### src/rtl/ps2_key_event_decoder_pkg.sv
// Shared scancode constants, decoder state encoding and the queued key event record
// used by the PS/2 set-2 key event decoder.
package ps2_key_event_decoder_pkg;

   localparam logic [7:0] SC_EXT    = 8'hE0;
   localparam logic [7:0] SC_BRK    = 8'hF0;
   localparam logic [7:0] SC_LSHIFT = 8'h12;
   localparam logic [7:0] SC_RSHIFT = 8'h59;
   localparam logic [7:0] SC_CTRL   = 8'h14;
   localparam logic [7:0] SC_ALT    = 8'h11;
   localparam logic [7:0] SC_CAPS   = 8'h58;

   typedef enum logic [1:0] {S_IDLE, S_EXT, S_BRK, S_EXT_BRK} state_t;

   typedef struct packed {
      logic [7:0] code;
      logic       ext;
      logic       brk;
      logic       upper;
   } key_evt_t;

   // Keyboard housekeeping bytes (BAT result, ACK, resend, errors) carry no key.
   function automatic logic is_discard(input logic [7:0] b);
      return b inside {8'h00, 8'hAA, 8'hE1, 8'hFA, 8'hFE, 8'hFF};
   endfunction

endpackage

### src/rtl/ps2_key_event_decoder_if.sv
// Scancode input strobe and ready/valid key event output of the decoder.
interface ps2_key_event_decoder_if;
   logic       code_valid;
   logic [7:0] code_data;
   logic       evt_valid;
   logic       evt_ready;
   logic [7:0] evt_code;
   logic       evt_ext;
   logic       evt_break;
   logic       evt_upper;

   modport master (
      output code_valid, code_data, evt_ready,
      input  evt_valid, evt_code, evt_ext, evt_break, evt_upper
   );

   modport slave (
      input  code_valid, code_data, evt_ready,
      output evt_valid, evt_code, evt_ext, evt_break, evt_upper
   );
endinterface

### src/rtl/ps2_key_event_decoder_sync_fifo.sv
// First-word fall-through synchronous FIFO; a push into a full FIFO is accepted
// when the head is being popped on the same edge.
module sync_fifo #(
   parameter int WIDTH = 11,
   parameter int DEPTH = 8
) (
   input  logic                   clk,
   input  logic                   rst,
   input  logic                   in_valid,
   output logic                   in_ready,
   input  logic [WIDTH-1:0]       in_data,
   output logic                   out_valid,
   input  logic                   out_ready,
   output logic [WIDTH-1:0]       out_data,
   output logic [$clog2(DEPTH):0] count
);
   localparam int AW = $clog2(DEPTH);

   logic [WIDTH-1:0] mem [DEPTH];
   logic [AW:0]      wr_ptr, rd_ptr;
   logic             full, empty, push, pop;

   assign count     = wr_ptr - rd_ptr;
   assign full      = (count == (AW+1)'(DEPTH));
   assign empty     = (count == '0);
   assign pop       = out_ready && !empty;
   assign in_ready  = !full || out_ready;
   assign push      = in_valid && in_ready;
   assign out_valid = !empty;
   assign out_data  = mem[rd_ptr[AW-1:0]];

   always_ff @(posedge clk) begin
      if (rst) begin
         wr_ptr <= '0;
         rd_ptr <= '0;
      end else begin
         if (push) wr_ptr <= wr_ptr + 1'b1;
         if (pop)  rd_ptr <= rd_ptr + 1'b1;
      end
   end

   always_ff @(posedge clk) begin
      if (push) mem[wr_ptr[AW-1:0]] <= in_data;
   end
endmodule

### src/rtl/ps2_key_event_decoder.sv
// PS/2 set-2 front end: strips E0/F0 prefixes, tracks Shift/Ctrl/Alt/CapsLock
// and queues decoded key events for the character writer.
//
//   state     | meaning
//   S_IDLE    | no prefix pending
//   S_EXT     | E0 seen, waiting for extended key byte
//   S_BRK     | F0 seen, waiting for released key byte
//   S_EXT_BRK | E0 and F0 seen, waiting for extended released key byte
import ps2_key_event_decoder_pkg::*;

module ps2_key_event_decoder #(
   parameter int FIFO_DEPTH  = 8,
   parameter int EMIT_BREAK  = 0,
   parameter int EMIT_MODS   = 0,
   parameter int TIMEOUT_CYC = 50000
) (
   input  logic                        clk,
   input  logic                        rst,
   ps2_key_event_decoder_if.slave      bus,
   output logic                        caps_lock,
   output logic                        shift,
   output logic                        ctrl,
   output logic                        alt,
   output logic                        overflow,
   output logic [$clog2(FIFO_DEPTH):0] fifo_count
);
   localparam int TW = (TIMEOUT_CYC > 1) ? $clog2(TIMEOUT_CYC + 1) : 1;
   localparam logic [TW-1:0] TMO_LOAD = TW'(TIMEOUT_CYC);

   state_t        state, state_nxt;
   logic          term, term_ext, term_brk;
   logic [TW-1:0] tmo_cnt;
   logic          shift_l, shift_r, ctrl_l, ctrl_r, alt_l, alt_r, caps_held;
   logic          fake_shift, key_hit, is_mod, push_req, push_ok;
   key_evt_t      evt_in, evt_out;

   always_ff @(posedge clk) begin
      if (rst) state <= S_IDLE;
      else     state <= state_nxt;
   end

   always_comb begin
      state_nxt = state;
      term      = 1'b0;
      term_ext  = 1'b0;
      term_brk  = 1'b0;
      if (bus.code_valid) begin
         case (state)
            S_IDLE: begin
               if (bus.code_data == SC_EXT)          state_nxt = S_EXT;
               else if (bus.code_data == SC_BRK)     state_nxt = S_BRK;
               else if (!is_discard(bus.code_data)) term      = 1'b1;
            end
            S_EXT: begin
               if (bus.code_data == SC_BRK) state_nxt = S_EXT_BRK;
               else if (bus.code_data != SC_EXT) begin
                  term      = 1'b1;
                  term_ext  = 1'b1;
                  state_nxt = S_IDLE;
               end
            end
            S_BRK: begin
               if (bus.code_data == SC_EXT) state_nxt = S_EXT_BRK;
               else if (bus.code_data != SC_BRK) begin
                  term      = 1'b1;
                  term_brk  = 1'b1;
                  state_nxt = S_IDLE;
               end
            end
            S_EXT_BRK: begin
               if (bus.code_data != SC_EXT && bus.code_data != SC_BRK) begin
                  term      = 1'b1;
                  term_ext  = 1'b1;
                  term_brk  = 1'b1;
                  state_nxt = S_IDLE;
               end
            end
            default: state_nxt = S_IDLE;
         endcase
      end else if (TIMEOUT_CYC != 0 && state != S_IDLE && tmo_cnt == TW'(1)) begin
         state_nxt = S_IDLE;
      end
   end

   // Reloaded by every byte; only counts down while a prefix is pending.
   always_ff @(posedge clk) begin
      if (rst)                                   tmo_cnt <= '0;
      else if (bus.code_valid)                   tmo_cnt <= TMO_LOAD;
      else if (state != S_IDLE && tmo_cnt != '0) tmo_cnt <= tmo_cnt - 1'b1;
   end

   // E0 12 / E0 59 are the keyboard's fake shifts around navigation keys.
   assign fake_shift = term_ext && (bus.code_data == SC_LSHIFT || bus.code_data == SC_RSHIFT);
   assign key_hit    = term && !fake_shift;
   assign is_mod     = term_ext ? (bus.code_data inside {SC_CTRL, SC_ALT})
                                : (bus.code_data inside {SC_LSHIFT, SC_RSHIFT, SC_CTRL, SC_ALT, SC_CAPS});
   assign push_req   = key_hit && (!term_brk || EMIT_BREAK != 0) && (!is_mod || EMIT_MODS != 0);

   assign shift = shift_l || shift_r;
   assign ctrl  = ctrl_l || ctrl_r;
   assign alt   = alt_l || alt_r;

   always_ff @(posedge clk) begin
      if (rst) begin
         {shift_l, shift_r, ctrl_l, ctrl_r, alt_l, alt_r} <= '0;
         caps_held <= 1'b0;
         caps_lock <= 1'b0;
         overflow  <= 1'b0;
      end else begin
         if (push_req && !push_ok) overflow <= 1'b1;
         if (key_hit && !term_ext) begin
            case (bus.code_data)
               SC_LSHIFT: shift_l <= !term_brk;
               SC_RSHIFT: shift_r <= !term_brk;
               SC_CTRL:   ctrl_l  <= !term_brk;
               SC_ALT:    alt_l   <= !term_brk;
               SC_CAPS: begin
                  // Typematic repeats arrive with caps_held set and must not re-toggle.
                  if (term_brk) caps_held <= 1'b0;
                  else begin
                     if (!caps_held) caps_lock <= !caps_lock;
                     caps_held <= 1'b1;
                  end
               end
               default: ;
            endcase
         end else if (key_hit) begin
            case (bus.code_data)
               SC_CTRL: ctrl_r <= !term_brk;
               SC_ALT:  alt_r  <= !term_brk;
               default: ;
            endcase
         end
      end
   end

   assign evt_in = '{code: bus.code_data, ext: term_ext, brk: term_brk, upper: caps_lock ^ shift};

   sync_fifo #(
      .WIDTH ($bits(key_evt_t)),
      .DEPTH (FIFO_DEPTH)
   ) u_fifo (
      .clk       (clk),
      .rst       (rst),
      .in_valid  (push_req),
      .in_ready  (push_ok),
      .in_data   (evt_in),
      .out_valid (bus.evt_valid),
      .out_ready (bus.evt_ready),
      .out_data  (evt_out),
      .count     (fifo_count)
   );

   assign bus.evt_code  = evt_out.code;
   assign bus.evt_ext   = evt_out.ext;
   assign bus.evt_break = evt_out.brk;
   assign bus.evt_upper = evt_out.upper;
endmodule

### src/flat_wrapper.sv
// flat-port wrapper written by rule: the top's interface ports become plain ports
module ps2_key_event_decoder_flat 
#(
   parameter int FIFO_DEPTH  = 8,
   parameter int EMIT_BREAK  = 0,
   parameter int EMIT_MODS   = 0,
   parameter int TIMEOUT_CYC = 50000
)
  (clk, rst, caps_lock, shift, ctrl, alt, overflow, fifo_count, bus_code_valid, bus_code_data, bus_evt_ready, bus_evt_valid, bus_evt_code, bus_evt_ext, bus_evt_break, bus_evt_upper);
  ps2_key_event_decoder_if bus_i ();
  input  logic clk;
  input  logic rst;
  output logic caps_lock;
  output logic shift;
  output logic ctrl;
  output logic alt;
  output logic overflow;
  output logic [$clog2(FIFO_DEPTH):0] fifo_count;
  input wire logic [$bits(bus_i.code_valid)-1:0] bus_code_valid;
  input wire logic [$bits(bus_i.code_data)-1:0] bus_code_data;
  input wire logic [$bits(bus_i.evt_ready)-1:0] bus_evt_ready;
  output wire logic [$bits(bus_i.evt_valid)-1:0] bus_evt_valid;
  output wire logic [$bits(bus_i.evt_code)-1:0] bus_evt_code;
  output wire logic [$bits(bus_i.evt_ext)-1:0] bus_evt_ext;
  output wire logic [$bits(bus_i.evt_break)-1:0] bus_evt_break;
  output wire logic [$bits(bus_i.evt_upper)-1:0] bus_evt_upper;
  assign bus_i.code_valid = bus_code_valid;
  assign bus_i.code_data = bus_code_data;
  assign bus_i.evt_ready = bus_evt_ready;
  assign bus_evt_valid = bus_i.evt_valid;
  assign bus_evt_code = bus_i.evt_code;
  assign bus_evt_ext = bus_i.evt_ext;
  assign bus_evt_break = bus_i.evt_break;
  assign bus_evt_upper = bus_i.evt_upper;
  ps2_key_event_decoder #(.FIFO_DEPTH(FIFO_DEPTH), .EMIT_BREAK(EMIT_BREAK), .EMIT_MODS(EMIT_MODS), .TIMEOUT_CYC(TIMEOUT_CYC)) u_core (.clk(clk), .rst(rst), .bus(bus_i), .caps_lock(caps_lock), .shift(shift), .ctrl(ctrl), .alt(alt), .overflow(overflow), .fifo_count(fifo_count));
endmodule
### config.mk
export PLATFORM = sky130hd
export DESIGN_NAME = ps2_key_event_decoder_flat
export DESIGN_NICKNAME = d
export VERILOG_FILES = /design/src/rtl/ps2_key_event_decoder_pkg.sv /design/src/rtl/ps2_key_event_decoder_if.sv /design/src/rtl/ps2_key_event_decoder_sync_fifo.sv /design/src/rtl/ps2_key_event_decoder.sv /design/src/flat_wrapper.sv
export SDC_FILE = /design/constraint.sdc
export NUM_CORES = 1
export LEC_CHECK = 0
export ABC_AREA = 0
export CORE_UTILIZATION = 60
export CTS_BUF_LIST = sky130_fd_sc_hd__clkbuf_4 sky130_fd_sc_hd__clkbuf_8
export CTS_CLUSTER_DIAMETER = 150
export DETAILED_ROUTE_END_ITERATION = 12
export PLACE_DENSITY = 0.85
export SLEW_MARGIN = 10
export SYNTH_ARGS = -nofsm -noshare
export SYNTH_HDL_FRONTEND = slang
export SYNTH_SLANG_ARGS = --single-unit
### constraint.sdc
create_clock -name clk -period 6.82 [get_ports clk]
set_clock_uncertainty 0.15 [all_clocks]
set_input_delay 2.046 -clock clk [delete_from_list [all_inputs] [get_ports clk]]
set_output_delay 2.046 -clock clk [all_outputs]
set_load 0.02 [all_outputs]
==> results of run 1 <==
-- cell type report --
type | instances | share of cell area, %
clock buffer | 17 | 3.697
clock inverter | 15 | 3.440
inverter | 17 | 1.008
multi-input combinational | 224 | 30.17
sequential | 126 | 53.78
tap | 108 | 2.135
timing repair buffer | 38 | 5.773
-- metrics by stage --
step,total power [mW],util [%],setup slack (ns)
detailed placement,1.565,67.06,1.119
global route,2.359,72.22,1.373
CTS,2.286,72.22,1.518
floorplan,1.331,-,1.960
global placement,1.546,67.06,1.370
finish,2.269,72.22,1.527
-- placed cells by master (no fill, tap or decap), types with 2 or more instances in the layout --
cell,Yosys,layout
bufinv_16,0,5
mux2_2,11,11
nand2b_1,2,2
a31oi_1,2,2
clkinv_1,0,2
edfxtp_1,88,88
ha_1,8,8
nand2_1,8,8
inv_1,15,15
buf_4,0,6
dfxtp_1,38,38
clkdlybuf4s50_1,0,32
a311oi_1,4,4
a21oi_1,18,18
or3_1,6,6
mux2i_1,5,5
o21ai_0,7,7
nor4_2,1,3
nor2_1,35,35
a211oi_1,2,2
nand4_1,5,5
nor2b_1,2,2
clkinvlp_4,0,5
xor2_1,12,12
or4_1,5,5
and3_1,3,3
o21ai_1,4,4
nor4_1,5,3
clkbuf_8,0,17
mux4_2,22,22
nand3_1,10,10
inv_2,2,2
inv_6,0,2
nand4b_1,3,3
xnor2_1,8,8
nor3_1,7,7
or2_2,5,5
-- state kept, by name, indices dropped and copies added, names as in the netlist, named ones only --
name,cells
u_core.shift_r,1
u_core.state,2
u_core.ctrl_r,1
u_core.alt_r,1
u_core.caps_lock,1
u_core.tmo_cnt,16
u_core.u_fifo.rd_ptr,4
u_core.alt_l,1
u_core.caps_held,1
u_core.u_fifo.wr_ptr,4
u_core.u_fifo.mem,88
u_core.ctrl_l,1
u_core.overflow,1
u_core.shift_l,1
-- cell usage after synthesis (4+ instances only) --
cell	number	area [um2]
edfxtp_1	88	2643
dfxtp_1	38	760.7
nor2_1	35	131.4
mux4_2	22	495.5
a21oi_1	18	90.09
inv_1	15	56.30
xor2_1	12	105.1
mux2_2	11	123.9
nand3_1	10	50.05
clkbuf_1	8	30.03
ha_1	8	100.1
nand2_1	8	30.03
xnor2_1	8	70.07
nor3_1	7	35.03
o21ai_0	7	35.03
or3_1	6	37.54
mux2i_1	5	50.05
nand4_1	5	31.28
nor4_1	5	31.28
or2_2	5	31.28
or4_1	5	37.54
a311oi_1	4	35.03
buf_6	4	45.04
o21ai_1	4	20.02
-- cells by family (layout without fill, tap and decap cells) --
logic type / Yosys count / in the layout / synth area share, %
mux: 38 / 38 / 12.27
buf+inv: 33 / 87 / 2.888
flops: 126 / 126 / 62.36
compound gates: 50 / 50 / 6.373
fa+ha+maj: 9 / 9 / 2.201
xor+xnor: 20 / 20 / 3.210
simple gates: 107 / 107 / 10.71
-- path summary, 6_finish.rpt --
path              slack (ns)                     from                      end
setup reg to reg        3.05  u_core.u_fifo.wr_ptr[0]  u_core.u_fifo.mem[5][4]
hold reg to reg         0.31          u_core.overflow          u_core.overflow
hold / removal          0.31          u_core.overflow          u_core.overflow
setup / recovery        1.53         bus_code_data[0]  u_core.u_fifo.mem[5][4]
-- per-layer routing --
metal	wire (um)	global-route usage (%)
met2	5457	40.51
met5	0	0
met1	4483	30.16
met3	544	6.259
met4	331	11.09
-- power breakdown --
group	switching, mW	internal [mW]	total [mW]
Sequential	0.0452	0.868	0.913
Combinational	0.312	0.321	0.633
Clock	0.289	0.433	0.723
-- worst max-delay path: cells and delay by family --
family / cells / cell delay (ns)
AND/OR/NAND/NOR: 2 / 1.13
XOR/XNOR: 1 / 0.30
buffers and inverters: 1 / 0.72
AO/OA/AOI/OAI: 3 / 0.98
==> flow_summary.yaml, run 1 <==
sta:
  fin_crit_sh_pct: 77.61
  fin_crit_ns: 5.293
  setup_viol: 0
  grt_setup_unrepaired: "false"
  hold-worst-slack_ns: 0.3127
  setup_tns_ns: 0
  final-hold-violation-count: 0
  max_slew_margin_pct: 25.30
  slew_viol_final: 0
  worstMarginPinSlew_ns: 1.119
  max_freq_ghz: 0.1889
cts:
  clockBufferDepth: 2
  clkSinkCount: 126
  cts_setup_buffers: 0
  cts_tree: "built"
  cts_buffers: 17
  cts_resized: 0
  htreeDepth: 4
  postCtsHoldBufs: 0
  cts_root_buffer: "clkbuf_8"
  clkTransAtPathRegs_ns: 0.07
  clk_latency_ns: 0.42
global_routing:
  grt_pass1_vias: 3430
  grtUsageTotal_pct: 24.39
  grt_antenna_before_repair: 0
  gr-total-overflow: 0
  grt_max_degree: 28
  grt_pass1_wl_um: 17490
floorplanning:
  die_y_um: 97.38
  die_width_um: 97.38
  fp-row-count: 34
  start_util_pct: 62.28
  ios: 33
  fp.dieArea_mm2: 0.009482
  design.core.area_mm2: 0.008763
finish:
  final_area_mm2: 0.006329
  fillers: 586
  fin_cells: 545
  layout.nets: 445
  multi_input_area_mm2: 0.001909
  area_growth_pct: 15.96
  drive_above_1_share_pct: 19.91
  antenna_cells: 0
  regArea_mm2: 0.003403
logic_synthesis:
  ys_types: 58
  synthesis.area_mm2: 0.005458
  syn_area_per_cell_um2: 14.25
  ys_ff_latch: 126
  ys_seq_area_share_pct: 62.36
  yosysWarnings: 0
  synth_ff_type: "edfxtp_1"
  synthCells: 383
  postSynth.asyncResetShare_pct: 0
  synth_nets: 404
  synth_edf_count: 88
worst_setup_path:
  cp.required_ns: 6.72
  crit_type: "in2reg"
  critical_path.max_fanout: 17
  slowest_stage: "nor3b_2"
  start_kind: "primary input"
  reg2regPathDepth: 9
  cp-end-kind: "flop"
  max_stage_delay_ns: 0.78
  worst_ep_arrival_time_ns: 5.19
  crit_chain: "clkdlybuf4s50_1, xor2_1, o2111a_1, a2111oi_4, o221ai_2, or2_1, nor3b_2"
drt:
  postRouteWirelength_um: 10820
  dr_total_vias: 3403
  vias_per_cell: 6.244
  drcViolationCount: 0
  drtPass1Iterations: 5
  post_drt_wl_per_cell_um: 19.85
  antenna_left: 0
  first_iter_violations: 295
placement:
  placed_cells: 513
  gp_congestion: 0.8497
  io_buffers: 32
  detailed_place.area_mm2: 0.005877
  dpl.hpwl_um: 6884
power:
  p_per_area_mw_per_mm2: 358.5
  vdd_drop_max_mv: 0.2972
  power.leakage_nw: 2.116
hold_path:
  holdPathStages: 2
  hold_path.class: "reg2reg"
job:
  drv_cap: 0
outcome:
  status: "finished, final reports clean"
No activity file was read; power rests on OpenSTA's default activity.
==> inputs of run 2 (changes only) <==
Clock period 6.82 ns to 5.5 ns, I/O delays scaled along.
==> run 2 against run 1 <==
Utilization is 0.33 points higher. Via count is 2.0% lower. Die area stayed put. Hold slack worse by 0.0087 ns. Sequential power is 22% higher. Sequential cell count stayed put. Power is 22% higher. Combinational power is 26% higher. Non-clock buffer count is 6 higher. Sequential share of layout area is 0.24 points lower. Register-to-register slack worse by 1.1 ns. Critical endpoint is now bus_evt_valid. Largest cell class unchanged.
==> flow_summary.yaml, run 2 (synthesis gave the netlist of run 1 again) <==
drt:
  drt-met1-wl_um: 4468
  first_iter_violations: 275
  routed.top_layer: "met4"
  post_drt_wl_per_cell_um: 19.06
  dr_total_vias: 3335
  wl_met2_um: 5252
  postRouteWirelength_um: 10500
  drtPass1Iterations: 5
  drcViolationCount: 0
  vias_per_cell: 6.053
  dr_wl_met3_um: 488
  antenna_left: 0
power:
  p_per_area_mw_per_mm2: 434.8
  power.total_mw: 2.764
  p_sw_uw: 790.3
  power.leakage_nw: 2.142
  seq_power_share_pct: 40.2
  clkPwrFrac_pct: 30.8
  switching_share_pct: 28.59
  internal_power_mw: 1.974
  p_comb_share_pct: 29.0
  vdd_drop_max_mv: 0.2877
cts:
  clkSinkCount: 126
  clockBufferDepth: 2
  cts_setup_buffers: 0
  htreeDepth: 4
  clk_latency_ns: 0.42
  postCtsHoldBufs: 0
  cts_root_buffer: "clkbuf_8"
  cts_buffers: 17
  cts_tree: "built"
  cts_resized: 0
  clkTransAtPathRegs_ns: 0.07
placement:
  gp_congestion: 0.8860
  dpl_worst_slack_ns: 0.6197
  detailed_place.area_mm2: 0.005922
  placed_cells: 519
  dpl.hpwl_um: 6799
  io_buffers: 32
sta:
  worstMarginPinSlew_ns: 0.6966
  setup_viol: 0
  max_slew_margin_pct: 53.13
  fin_crit_ns: 4.817
  fin_crit_sh_pct: 87.59
  grt_setup_unrepaired: "false"
  final-hold-violation-count: 0
  setup_tns_ns: 0
  layout_setup_ws_ns: 0.6826
  slew_viol_final: 0
  max_freq_ghz: 0.2076
floorplanning:
  fp.dieArea_mm2: 0.009482
  fp-row-count: 34
  die_y_um: 97.38
  start_util_pct: 62.28
  ios: 33
  design.core.area_mm2: 0.008763
  die_width_um: 97.38
global_routing:
  gr-total-overflow: 0
  grt_antenna_before_repair: 0
  grtUsageTotal_pct: 23.79
  grt_pass1_vias: 3337
  grt_max_degree: 28
  grt_pass1_wl_um: 16880
finish:
  fin_cells: 551
  mostFrequentLayoutCells: "edfxtp_1, dfxtp_1, nor2_1"
  final_common_cell: "edfxtp_1"
  final_area_mm2: 0.006357
  antenna_cells: 0
  largest_reg_flops: 88
  drive_above_1_share_pct: 21.22
  layout.nets: 451
  area_growth_pct: 16.48
worst_setup_path:
  reg2reg_slack_ns: 1.97
  cp-end-kind: "output port"
  cp.required_ns: 3.70
  worst_ep_arrival_time_ns: 3.02
  critical_path.max_fanout: 9
  start_kind: "flop"
  crit_type: "reg2out"
outcome:
  status: "finished, final reports clean"
hold_path:
  hold_path.class: "reg2reg"
job:
  drv_cap: 0
## run 2: path summary, 6_finish.rpt
check,startpoint,to,cells after the start
max,u_core.u_fifo.wr_ptr[1],bus_evt_valid,6
min reg2reg,u_core.overflow,u_core.overflow,2
max reg2reg,u_core.u_fifo.wr_ptr[1],u_core.u_fifo.mem[6][6],8
min,u_core.overflow,u_core.overflow,2
## run 2: per-stage QoR
stage,util [%],hold WS (ns)
5_1_grt,72.54,0.3546
3_3_place_gp,67.58,0.2863
6_report,72.54,0.3040
2_1_floorplan,-,0.3052
3_5_place_dp,67.58,0.2868
4_1_cts,72.54,0.3040
## run 2: final cells by class
cell class	instances	area, um2
inverters	17	63.81
well taps	108	135.1
multi-input cells	224	1909
clock buffers	18	241.5
fillers	550	2406
clock inverters	14	193.9
flip-flops and latches	126	3403
repair buffers	44	410.4
## run 2: routing by layer
metal | vias to the layer above | global-route usage, %
met5 | - | 0
met2 | 119 | 37.92
li1 | 1568 | -
met1 | 1628 | 30.34
met3 | 20 | 5.827
met4 | 0 | 12.44
## run 2: power groups by stage
stage | registers, mW | clock network [mW] | logic [mW]
6_report | 1.11 | 0.852 | 0.800
4_1_cts | 1.11 | 0.866 | 0.814
5_1_grt | 1.12 | 0.905 | 0.859
2_1_floorplan | 1.13 | 0 | 0.525
3_3_place_gp | 1.13 | 0 | 0.791
3_5_place_dp | 1.13 | 0 | 0.810
## run 2: critical path: stages, from the launching register on
cell,delay (ns)
dfxtp_1,0.53
inv_1,0.19
fa_1,0.56
inv_1,0.05
or3_1,0.43
or2_2,0.29
clkdlybuf4s50_1,0.54
==> inputs of run 3 (changes only) <==
Settings changed: CORE_UTILIZATION 60 to 47, PLACE_DENSITY 0.85 to 0.7.
==> run 3 against run 2 <==
First-iteration DRC count fell by 18%. Global-route usage fell by 4.7 points. Wire length fell by 1.3%. Utilization fell by 15 points. Critical path type unchanged. Largest power group unchanged.
==> flow_summary.yaml, run 3 (synthesis gave the netlist of run 1 again) <==
sta:
  fin_crit_sh_pct: 88.00
  slew_viol_final: 0
  fin_crit_ns: 4.840
  worstMarginPinSlew_ns: 1.121
  final-hold-violation-count: 0
  setup_viol: 0
  max_slew_margin_pct: 25.01
  max_freq_ghz: 0.2066
  hold-worst-slack_ns: 0.3005
  grt_setup_unrepaired: "false"
  setup_tns_ns: 0
cts:
  clk_latency_ns: 0.43
  clockBufferDepth: 2
  clkSinkCount: 126
  cts_buffers: 17
  cts_root_buffer: "clkbuf_8"
  cts_resized: 0
  htreeDepth: 4
  cts_tree: "built"
  cts_setup_buffers: 0
  clkTransAtPathRegs_ns: 0.07
  postCtsHoldBufs: 0
placement:
  placed_cells: 549
  gp_congestion: 0.7816
  dpl.hpwl_um: 6787
  io_buffers: 32
power:
  p_per_area_mw_per_mm2: 423.2
  power.total_mw: 2.679
  power.leakage_nw: 2.117
  vdd_drop_max_mv: 0.2229
finish:
  drive_above_1_share_pct: 20.91
  mostFrequentLayoutCells: "edfxtp_1, dfxtp_1, nor2_1"
  fillers: 884
  layout.nets: 449
  largest_reg_flops: 88
  final_common_cell: "edfxtp_1"
  antenna_cells: 0
  post-route-util_pct: 57.15
  area_growth_pct: 16.00
  fin_cells: 580
worst_setup_path:
  critical_path.max_fanout: 6
  crit_chain: "inv_1, ha_1, fa_1, inv_1, or3_1, or2_2, clkdlybuf4s50_1"
  worst_ep_arrival_time_ns: 3.04
  cpMostUsedCell: "inv_1"
  crit_type: "reg2out"
  cp-end-kind: "output port"
  cp.required_ns: 3.70
  rr_startpoint: "u_core.u_fifo.wr_ptr[0]"
  slowest_stage: "clkdlybuf4s50_1"
  start_kind: "flop"
  startpoint: "u_core.u_fifo.wr_ptr[0]"
  max_stage_delay_ns: 0.53
drt:
  antenna_left: 0
  dr_total_vias: 3291
  first_iter_violations: 226
  vias_per_cell: 5.674
  post_drt_wl_per_cell_um: 17.88
  drtPass1Iterations: 4
  postRouteWirelength_um: 10370
  drcViolationCount: 0
global_routing:
  grtUsageTotal_pct: 19.09
  grt_max_degree: 28
  grt_pass1_wl_um: 16520
  gr-total-overflow: 0
  grt_antenna_before_repair: 0
  grt_pass1_vias: 3201
floorplanning:
  die_y_um: 109.8
  ios: 33
  design.core.area_mm2: 0.01108
  die_width_um: 109.8
  fp-row-count: 38
  start_util_pct: 49.27
  fp.dieArea_mm2: 0.01205
hold_path:
  worstHoldStart: "u_core.overflow"
  hold_path.class: "reg2reg"
outcome:
  status: "finished, final reports clean"
job:
  drv_cap: 0
==> run 3: changes by cell type in the layout (fill, tap and decap cells not counted), sizes merged <==
cell,previous run,this run
buf,12,10
bufinv,4,2
clkinv,6,8
clkinvlp,4,2
inv,17,18
==> run 3: power breakdown <==
part | leakage, nW | total (mW) | internal [mW] | switching, mW
clock | 0.192 | 0.775 | 0.406 | 0.369
combinational | 0.807 | 0.797 | 0.400 | 0.397
sequential | 1.12 | 1.11 | 1.08 | 0.0313
total | 2.12 | 2.68 | 1.88 | 0.798
==> run 3: area by class of cell <==
class                           instances  area (um2)  area share (%)
Timing Repair Buffer                   42       395.4           6.245
Clock inverter                         13       142.6           2.253
Tap cell                              140       175.2           2.767
Sequential cell                       126        3403           53.75
Multi-Input combinational cell        224        1909           30.16
Clock buffer                           18       241.5           3.814
Inverter                               17       63.81           1.008
==> run 3: final timing paths <==
kind | to | cells past startpoint | slack, ns
worst min-delay path | u_core.overflow | 2 | 0.30
worst max register to register | u_core.u_fifo.mem[5][6] | 9 | 1.84
worst max-delay path | bus_evt_valid | 7 | 0.66
worst min register to register | u_core.overflow | 2 | 0.30
==> run 3: worst max-delay path, delay by kind of cell (launching register included) <==
| kind | cells | cell delay, ns |
|---|---|---|
| AND/OR/NAND/NOR | 2 | 0.71 |
| flip-flops | 1 | 0.45 |
| buffers and inverters | 3 | 0.72 |
| adder cells (fa/ha/maj) | 2 | 0.74 |
==> run 3: per-stage QoR <==
step / area, um2 / worst slack, ns
after floorplan: 5458 / 1.036
after global placement: 5947 / 0.4853
after detailed placement: 5947 / 0.3865
after CTS: 6331 / 0.6356
after global routing: 6331 / 0.5160
final: 6331 / 0.6599
==> run 3: per-layer routing <==
metal / wire length [um] / global-route usage [%]
met2: 5027 / 30.37
met1: 4637 / 24.46
met3: 445 / 5.039
met4: 256 / 8.762
met5: 0 / 0
